File: src/rtl/me_stage.sv
// Memory-access pipeline stage: latches execute results, holds first-cycle SRAM/multiplier
// data across stalls, owns HI/LO and forms the writeback result.
module me_stage #(
    parameter int DATA_W      = 32,
    parameter int LINK_OFFSET = 8
) (
    input  logic                  clk,
    input  logic                  resetn,
    input  logic                  EX_to_ME_valid,
    input  logic                  WB_allowin,
    input  logic [DATA_W-1:0]     EX_PC,
    input  logic [4:0]            EX_WriteReg,
    input  logic                  EX_RegWrite,
    input  logic [DATA_W-1:0]     EX_aluResult,
    input  logic                  EX_MemToReg,
    input  logic                  EX_Jal,
    input  logic                  EX_Mul,
    input  logic                  EX_SpecialRegWri,
    input  logic                  EX_SpecialRegRead,
    input  logic [1:0]            EX_SpecialRegSel,
    input  logic [DATA_W-1:0]     EX_HIVal,
    input  logic [DATA_W-1:0]     EX_LOVal,
    input  logic [2*DATA_W-1:0]   ME_MulRes,
    input  logic [DATA_W-1:0]     data_sram_rdata,
    output logic                  ME_allowin,
    output logic                  ME_to_WB_valid,
    output logic                  ME_valid,
    output logic [DATA_W-1:0]     ME_PC,
    output logic [4:0]            ME_WriteReg,
    output logic                  ME_RegWrite,
    output logic [DATA_W-1:0]     ME_Result,
    output logic [DATA_W-1:0]     ME_HI,
    output logic [DATA_W-1:0]     ME_LO
);
    typedef struct packed {
        logic [DATA_W-1:0] pc;
        logic [4:0]        write_reg;
        logic              reg_write;
        logic [DATA_W-1:0] alu_result;
        logic              mem_to_reg;
        logic              jal;
        logic              mul;
        logic              sreg_wri;
        logic              sreg_read;
        logic [1:0]        sreg_sel;
        logic [DATA_W-1:0] hi_val;
        logic [DATA_W-1:0] lo_val;
    } me_payload_t;

    me_payload_t          pl;
    logic                 first;
    logic [2*DATA_W-1:0]  mul_hold;
    logic [DATA_W-1:0]    ld_hold;
    logic [DATA_W-1:0]    hi_q, lo_q;
    logic                 accept, leave;
    logic [2*DATA_W-1:0]  eff_mul;
    logic [DATA_W-1:0]    eff_ld;

    assign ME_allowin     = !ME_valid || WB_allowin;
    assign ME_to_WB_valid = ME_valid;
    assign accept         = EX_to_ME_valid && ME_allowin;
    assign leave          = ME_valid && WB_allowin;

    // SRAM data and product are only valid in the first ME cycle; later cycles use the held copy
    assign eff_mul = first ? ME_MulRes : mul_hold;
    assign eff_ld  = first ? data_sram_rdata : ld_hold;

    always_ff @(posedge clk or negedge resetn) begin
        if (!resetn) begin
            ME_valid <= 1'b0;
            pl       <= '0;
            first    <= 1'b0;
            mul_hold <= '0;
            ld_hold  <= '0;
            hi_q     <= '0;
            lo_q     <= '0;
        end else begin
            if (ME_allowin) ME_valid <= EX_to_ME_valid;
            first <= accept;
            if (first) begin
                mul_hold <= ME_MulRes;
                ld_hold  <= data_sram_rdata;
            end
            if (accept) begin
                pl.pc         <= EX_PC;
                pl.write_reg  <= EX_WriteReg;
                pl.reg_write  <= EX_RegWrite;
                pl.alu_result <= EX_aluResult;
                pl.mem_to_reg <= EX_MemToReg;
                pl.jal        <= EX_Jal;
                pl.mul        <= EX_Mul;
                pl.sreg_wri   <= EX_SpecialRegWri;
                pl.sreg_read  <= EX_SpecialRegRead;
                pl.sreg_sel   <= EX_SpecialRegSel;
                pl.hi_val     <= EX_HIVal;
                pl.lo_val     <= EX_LOVal;
            end
            // commit on leave only, so a stalled instruction writes HI/LO exactly once
            if (leave && pl.sreg_wri) begin
                if (pl.mul || pl.sreg_sel[1]) hi_q <= pl.mul ? eff_mul[2*DATA_W-1:DATA_W] : pl.hi_val;
                if (pl.mul || pl.sreg_sel[0]) lo_q <= pl.mul ? eff_mul[DATA_W-1:0] : pl.lo_val;
            end
        end
    end

    always_comb begin
        ME_Result = pl.alu_result;
        if (pl.mem_to_reg)     ME_Result = eff_ld;
        else if (pl.jal)       ME_Result = pl.pc + DATA_W'(LINK_OFFSET);
        else if (pl.sreg_read) ME_Result = pl.sreg_sel[1] ? hi_q : lo_q;
    end

    assign ME_PC       = pl.pc;
    assign ME_WriteReg = pl.write_reg;
    assign ME_RegWrite = pl.reg_write && ME_valid;
    assign ME_HI       = hi_q;
    assign ME_LO       = lo_q;
endmodule
File: config.mk
export PLATFORM = sky130hd
export DESIGN_NAME = me_stage
export DESIGN_NICKNAME = d
export VERILOG_FILES = /design/src/rtl/me_stage.sv
export SDC_FILE = /design/constraint.sdc
export NUM_CORES = 1
export LEC_CHECK = 0
export ABC_CLOCK_PERIOD_IN_PS = 4600
export BUFFER_PORTS_ARGS = -buffer_cell sky130_fd_sc_hd__buf_4
export CAP_MARGIN = 0
export CORE_ASPECT_RATIO = 1.75
export CORE_MARGIN = 3
export CORE_UTILIZATION = 40
export DETAILED_ROUTE_END_ITERATION = 10
export GPL_TIMING_DRIVEN = 1
export PLACE_DENSITY_LB_ADDON = 0.1
export SLEW_MARGIN = 20
export SYNTH_ARGS = -nofsm -noshare
export SYNTH_HDL_FRONTEND = slang
export SYNTH_SLANG_ARGS = --single-unit
File: constraint.sdc
create_clock -name clk -period 4.6 [get_ports clk]
set_input_delay 0.46 -clock clk [delete_from_list [all_inputs] [get_ports clk]]
set_output_delay 0.46 -clock clk [all_outputs]
set_load 0.05 [all_outputs]
* After elaboration in Yosys (flattened, before gate mapping)
Index checks and enable logic that the tools add are counted.
** Storage, ports and cells
- Flip-flop bits (word level) :: 303
- Bits of input ports :: 241
- Output and inout bits :: 137
- Word-level logic and storage cells :: 37
** Operators by class
- $add $sub $neg :: 1
- Multiplexer cells :: 8
- Reduce and logical (&&, ||, !) cells :: 10
** Operators with widths (count)
- $mux W32 :: 7
- $mux W64 :: 1
- $add A32 B4 Y32 const B :: 1
- $logic_and A1 B1 Y1 :: 4
- $reduce_and A2 Y1 :: 2
- $logic_or A1 B1 Y1 :: 3
- $logic_not A1 Y1 :: 1

* Depth between registers and ports, before layout
Gate-level depths: netlist of the first run.
- Depth in word-level cells :: 4
- Gate-level depth with buffers :: 7
- Gate-level depth less buffers :: 5

* Worst setup path before layout of the first run
Ideal clock, no wire load.
- Path kind :: reg-to-output
- Start :: reg pl (netlist bit ME_PC[3])
- End :: out ME_Result[9]
- Arrival :: 2455 ps
- Required time :: 4140 ps
- Setup slack :: 1685 ps
- Cell stages (with the launch flop) :: 6
- Buffers on the path :: 0
- Cell sequence :: dfrtp_1 -> ha_1 -> nand3_2 -> or3_1 -> and3_1 -> o31ai_1
** Between the ends
- Word-level cells in the longest chain between the ends :: 3
** Ends and longest elaborated chain
- start: declaration :: RTL line 50 : me_payload_t pl;
- $add A32 B4 Y32 :: RTL line 109 : else if (pl.jal) ME_Result = pl.pc + DATA_W'(LINK_OFFSET);
- $mux W32 :: RTL line 109
- $mux W32 :: RTL line 108 : if (pl.mem_to_reg) ME_Result = eff_ld;
- end: declaration :: RTL line 31 : output logic [DATA_W-1:0] ME_Result,
Every way passes these cells.

* Worst setup path in the final report of the first run
- Start :: reg pl (netlist bit ME_PC[5])
- End :: out ME_Result[28]
Same word-level chain as after synthesis.

==> metrics.txt, run 1 <==
drt pass-1 iters 5; Worst R2R Setup Slack about 2.1 ns; cell breakdown of the critical path nand4_1 -> nor2_1 -> a311o_1 -> nand3_1 -> buf_4; clock tree buffer depth 3; Fmax ~300 MHz; routed wire length 40900 um; hpwl dp slightly below 30000 um; main area contributors after synthesis dfrtp_1, mux2_2, mux2i_1; setup bufs post-CTS 0; Final period util 0.734; vias per cell ~5.1; unique cell type count in the Yosys netlist 45; core area approximately 34000 um2; #FFs+latches synth ~300; Rows 90; Pwr Density 535 nW/um2; CTS resizes 0; placed cell area roughly 17000 um2; remaining antenna violation count after routing 0; Fill cells about 3200; Rel. slew slack 0.279; WL/cell roughly 21 um; share of the synthesized area in the top cell type 0.543; final worst path period need ~3.4 ns; Post-Syn Area per Cell around 12 um2; DIE WIDTH around 150 um; io pins around 380; PortBufs between 300 and 400; Iter 0 DRT Violations between 300 and 400; post-route cell area roughly 18000 um2; Layout Skew ~0.013 ns; drc violations 0; CTS clk-pin slew, worst paths about 0.06 ns; initial core utilization 0.406; share of layout cells above drive strength 1 0.460; max incr delay on CP 0.94 ns; Pleak just over 8 nW; CTS tree done; Synth Instances between 1000 and 1500; Hold Vio Cnt, Final 0; fin nets 1705; total track usage 0.211; crit path kind reg -> out; first-pass GRT wire length roughly 60000 um; CP required 4.14 ns; area grow syn2layout 28.2%; H-tree depth 1; syn_nets between 1000 and 1500; worst-path maximum fanout 14; number of global-route vias before repair 10300; antenna violations before repair 6; Die Height 253 um; RSZ-0062 raised after global routing no; Die Area around 37000 um2; # setup viols final 0; worst-skew pair later-pin latency around 0.55 ns; EDFF count, synth 0; Hold Crit Class in -> reg; Vias 9901; setup ws final roughly 1.2 ns; status completed; Max VDD drop between 0.5 and 0.6 mV; Hold WS between 0.1 and 0.15 ns; Post-synth ARST share 1.00; Fin Setup TNS 0 ns; gr ovfl total 0; Final Max Slew Viols 0; leading register cell type out of synthesis dfrtp_1; YS warnings 0; critical path launch point type flip-flop; Num CTS Buffers 29; register area share after synthesis 0.543; Max Cap Viol 0; critical path's slowest cell nor2_1; CP Buf/Inv Count 1; clock root cell clkbuf_16; post-synthesis cell type with the largest combined area dfrtp_1; Critical Path End Type output port; synthesized area around 14000 um2; critical path data arrival time 2.92 ns; CP delay by family, top simple AND/OR/NAND/NOR gates; pin count of the biggest net entering global routing 126; Final Wtd Congestion 0.823; Sink Count between 300 and 400; Worst Tran Pin Value 1.08 ns; pre-CTS WS between 1.5 and 2 ns; Post-CTS Hold Buffers 1
-- Yosys cell counts (2+ instances only) --
cell        n
nor3_1      9
and3_1      6
nand2b_1    3
and2_1      3
nand3_1    18
dfrtp_1   303
nor2b_1     3
nor4_4      2
inv_1       7
nor3b_1     8
o21ai_1     4
buf_2      38
nand4_1    12
a311o_1     6
nand2_1   101
nand3_2     2
o31ai_1     2
a31oi_1     4
a211o_1     5
o21ai_0    89
mux2i_1    95
buf_1       2
or3_1       4
a211oi_1   27
mux2_2    231
clkbuf_1   36
buf_4      38
xnor2_1     8
nor2_1     43
a21o_1      3
a21oi_1    32
-- state kept, by name, indices dropped and copies added, names as in the netlist --
| name | cells |
|---|---|
| first | 1 |
| pl | 104 |
| ld_hold | 32 |
| mul_hold | 64 |
| ME_LO | 32 |
| ME_PC | 32 |
| ME_HI | 32 |
| ME_WriteReg | 5 |
| ME_to_WB_valid | 1 |
-- cells in the final DEF (no fill, tap or decap), types with 7 or more instances in the layout --
cell type  synthesis  layout
clkbuf_8           0      12
mux2_2           231     231
dfrtp_1          303     298
inv_1              7       7
nand4_1           12      12
nand2_1          101     101
mux2i_1           95      95
nor2_1            43      43
nor3_1             9       9
o21ai_0           89      89
nor3b_1            8       8
a21oi_1           32      32
xnor2_1            8       8
buf_4             38     382
nand3_1           18      18
clkbuf_16          0      29
a211oi_1          27      27
-- layer usage --
metal,global-route usage,wire length (um),vias to the layer above
li1,-,-,4683
met1,0.258,16200,4859
met2,0.372,20900,295
met3,0.0444,2570,62
met4,0.0712,1200,2
met5,0,7,-
-- power breakdown --
part           internal [mW]  switching (mW)
registers               3.21           0.572
clock network           1.35            1.03
logic                   1.22            2.21
-- per-stage QoR --
stage,cells,utilization,power (mW)
3_3_place_gp,1889,0.491,7.26
6_report,1950,0.520,9.58
2_1_floorplan,1158,-,5.99
4_1_cts,1942,0.518,9.71
5_1_grt,1949,0.520,10.1
3_5_place_dp,1889,0.491,7.29
-- worst min-delay path: cells and delay by family --
family | cells | cell delay [ns]
AO/OA/AOI/OAI | 1 | 0.05
buffers and inverters | 1 | 0.07
AND/OR/NAND/NOR | 1 | 0.03
-- path summary, 6_finish.rpt --
check                                 end  cells past startpoint          from
max                         ME_Result[28]                      5      ME_PC[5]
min                             ME_PC[11]                      3     EX_PC[11]
max reg2reg                      ME_LO[5]                      4         first
min reg2reg                  mul_hold[40]                      1  mul_hold[40]
max in group asynchronous          pl[70]                      3        resetn
min in group asynchronous  ME_WriteReg[1]                      2        resetn
-- area by class of cell --
class	instances	area, um2	share of cell area
Clock buffer	47	913	0.0510
Antenna cell	6	15.0	0.000838
Multi-Input combinational cell	733	5770	0.322
Timing Repair Buffer	389	3000	0.167
Tap cell	460	576	0.0321
Clock inverter	5	28.8	0.00161
Sequential cell	303	7590	0.424
Inverter	7	26.3	0.00147
-- kinds of logic (layout without fill, tap and decap cells) --
group / after synthesis / after routing / synth area share
fa+ha+maj: 1 / 1 / 0.000895
simple gates: 222 / 222 / 0.0772
mux: 326 / 326 / 0.254
xor+xnor: 9 / 9 / 0.00564
compound gates: 175 / 175 / 0.0730
buf+inv: 122 / 448 / 0.0465
other cells: 0 / 6 / 0
flops: 303 / 303 / 0.543
Note: power is estimated with default switching activity, not from simulation.
==> run 2: changes to the inputs <==
--- a/config.mk
+++ b/config.mk
@@ -5,7 +5,7 @@
 export SDC_FILE = /design/constraint.sdc
 export NUM_CORES = 1
 export LEC_CHECK = 0
-export ABC_CLOCK_PERIOD_IN_PS = 4600
+export ABC_CLOCK_PERIOD_IN_PS = 3500
 export BUFFER_PORTS_ARGS = -buffer_cell sky130_fd_sc_hd__buf_4
 export CAP_MARGIN = 0
 export CORE_ASPECT_RATIO = 1.75
==> constraint.sdc (replaced) <==
create_clock -name clk -period 3.5 [get_ports clk]
set_input_delay 0.35 -clock clk [delete_from_list [all_inputs] [get_ports clk]]
set_output_delay 0.35 -clock clk [all_outputs]
set_load 0.05 [all_outputs]
==> run 2 against run 1 <==
Against the previous run: global-route usage rose by 0.47 points; register-to-register slack got worse by 0.74 ns; die area did not move; via count rose by 2.4%; worst setup slack got worse by 0.73 ns; non-clock buffer count rose by 60; clock skew rose by 0.0054 ns; power rose by 36%; critical path type unchanged; largest cell class unchanged; highest routed layer is now met4.
==> metrics.txt, run 2 (synthesized netlist as in run 1, its figures left out) <==
gr ovfl total 0 (unchanged); drt pass-1 iters 4 (-1); cell breakdown of the critical path buf_4 -> mux2i_1 -> a211oi_1 -> a21oi_1 -> nand3_1 -> buf_4; worst-skew pair later-pin latency 0.55 ns (about the same); Final Max Slew Viols 0 (unchanged); Max Cap Viol 0 (unchanged); hpwl dp 30000 um (+1.0%); commonest non-fill, non-tap cell in the layout buf_4; Max VDD drop 0.524 mV (+4.1%); max reg flops 104 (unchanged); Vias 10100 (+2.4%); DIE WIDTH 147 um (unchanged); routed wire length 41000 um (+0.22%); CP delay by family, top flip-flops; final worst path period need 3.01 ns; setup bufs post-CTS 0 (unchanged); core area 34500 um2 (unchanged); # setup viols final 0 (unchanged); clock tree buffer depth 3 (unchanged); Seq pwr share 0.378 (-0.016); pin count of the biggest net entering global routing 97 (-23%); post-route cell area 18700 um2 (+4.2%); Pwr Density 699 nW/um2 (+31%); placed cell area 17000 um2 (+0.70%); number of global-route vias before repair 10700 (+3.6%); Worst Tran Pin Value 1.03 ns (-0.0516 ns); Worst R2R Setup Slack 1.37 ns (-0.74 ns); antenna violations before repair 3 (-3); first-pass GRT wire length 62800 um (+2.6%); worst-path maximum fanout 25 (+11); Hold Crit Class in -> reg; most used cell along the critical path buf_4; area grow syn2layout 33.6%; Pint 8.03 mW (+39%); Hold Vio Cnt, Final 0 (unchanged); max incr delay on CP 0.90 ns (-0.04 ns); clock root cell clkbuf_16; switching share of power 0.385 (-0.0125); Rows 90 (unchanged); Final Util 0.542 (+0.0216); remaining antenna violation count after routing 0 (unchanged); critical path launch point type flip-flop; Fin Setup TNS 0 ns (unchanged); fin nets 1766 (+3.6%); status completed; Clock power frac 0.271 (+0.023); Pleak 8.48 nW (+4.1%); drc violations 0 (unchanged); RSZ-0062 raised after global routing no; H-tree depth 1 (unchanged); Biggest register pl; sw power 5.02 mW (+32%); critical path data arrival time 2.66 ns (-0.26 ns); area occupied by multi-input gates 5770 um2 (unchanged); CTS resizes 0 (unchanged); Sink Count 303 (unchanged); CTS clk-pin slew, worst paths 0.07 ns (about the same); Layout Skew 0.0183 ns (+0.00542 ns); Final Wtd Congestion 0.833 (+1.3%); CP required 3.15 ns (-0.99 ns); WL/cell 20.4 um (-2.7%); total track usage 0.216 (+0.00465); Fmax 332 MHz; Die Height 253 um (unchanged); CTS tree done; Top Registers pl: 104 flops, mul_hold: 64 flops; share of layout cells above drive strength 1 0.449 (-0.0107); fraction of power consumed by combinational cells 0.351 (-0.007); Hold WS 0.0304 ns (-0.0713 ns); PortBufs 377 (unchanged); initial core utilization 0.406 (unchanged); Final period util 0.860; io pins 378 (unchanged); vias per cell 5.05 (-0.63%); Num CTS Buffers 30 (+3.4%); critical path's slowest cell dfrtp_2; crit path kind reg -> out; Critical Path End Type output port; Rel. slew slack 0.316 (+0.0371); Fill cells 3135 (-3.1%); CP Buf/Inv Count 2 (+1); Die Area 37300 um2 (unchanged); most frequent cells in the layout buf_4, dfrtp_1, mux2_2, nand2_1, mux2i_1; sequential cell area 7590 um2 (unchanged); Iter 0 DRT Violations 300 (-17%)
==> run 2: cell type report <==
type / count / share of cell area
antenna: 3 / 0.000402
clock buffer: 43 / 0.0488
clock inverter: 11 / 0.00979
inverter: 7 / 0.00141
multi-input combinational: 733 / 0.309
sequential: 303 / 0.407
tap: 460 / 0.0308
timing repair buffer: 449 / 0.193
==> run 2: final timing paths <==
path                              start              to  cells past startpoint
max reg2reg                      pl[68]       ME_LO[26]                      3
min                           EX_PC[19]       ME_PC[19]                      2
min reg2reg                mul_hold[35]    mul_hold[35]                      1
min in group asynchronous        resetn  ME_WriteReg[1]                      2
max                              pl[65]   ME_Result[19]                      6
max in group asynchronous        resetn      ld_hold[6]                      3
==> run 2: layer usage <==
layer / part of all wire / vias to the layer above / routed length, um / global-route usage
met4: 0.025 / 0 / 1020 / 0.0587
met2: 0.51 / 296 / 21100 / 0.382
met5: 0 / - / 0 / 0
li1: - / 4817 / - / -
met1: 0.40 / 4972 / 16500 / 0.267
met3: 0.058 / 51 / 2360 / 0.0462
==> run 2: repair_timing <==
| item | CTS | global route |
|---|---|---|
| hold endpoints to repair | 141 | 1 |
| hold buffers | 53 | 1 |
| setup endpoints to repair | 0 | 0 |
==> run 2: stage by stage <==
| stage | worst slack [ns] | cells | total power, mW |
|---|---|---|---|
| finish | 0.489 | 2009 | 13.0 |
| global route | 0.294 | 2009 | 13.7 |
| CTS | 0.436 | 2005 | 13.2 |
| detailed placement | 1.03 | 1898 | 9.59 |
| global placement | 1.07 | 1898 | 9.55 |
| floorplan | 0.695 | 1158 | 7.88 |
==> run 2: worst reg2reg max path: stages, from the launching register on <==
cell,delay [ns]
dfrtp_4,0.79
buf_4,0.73
mux2i_1,0.35
o21ai_0,0.11
==> run 2: power by group through the flow <==
stage	Clock, mW	Combinational, mW	Sequential, mW
CTS	3.63	4.64	4.95
finish	3.53	4.58	4.94
global route	3.76	4.87	5.05
floorplan	0	2.13	5.75
global placement	0	4.54	5.01
detailed placement	0	4.58	5.01
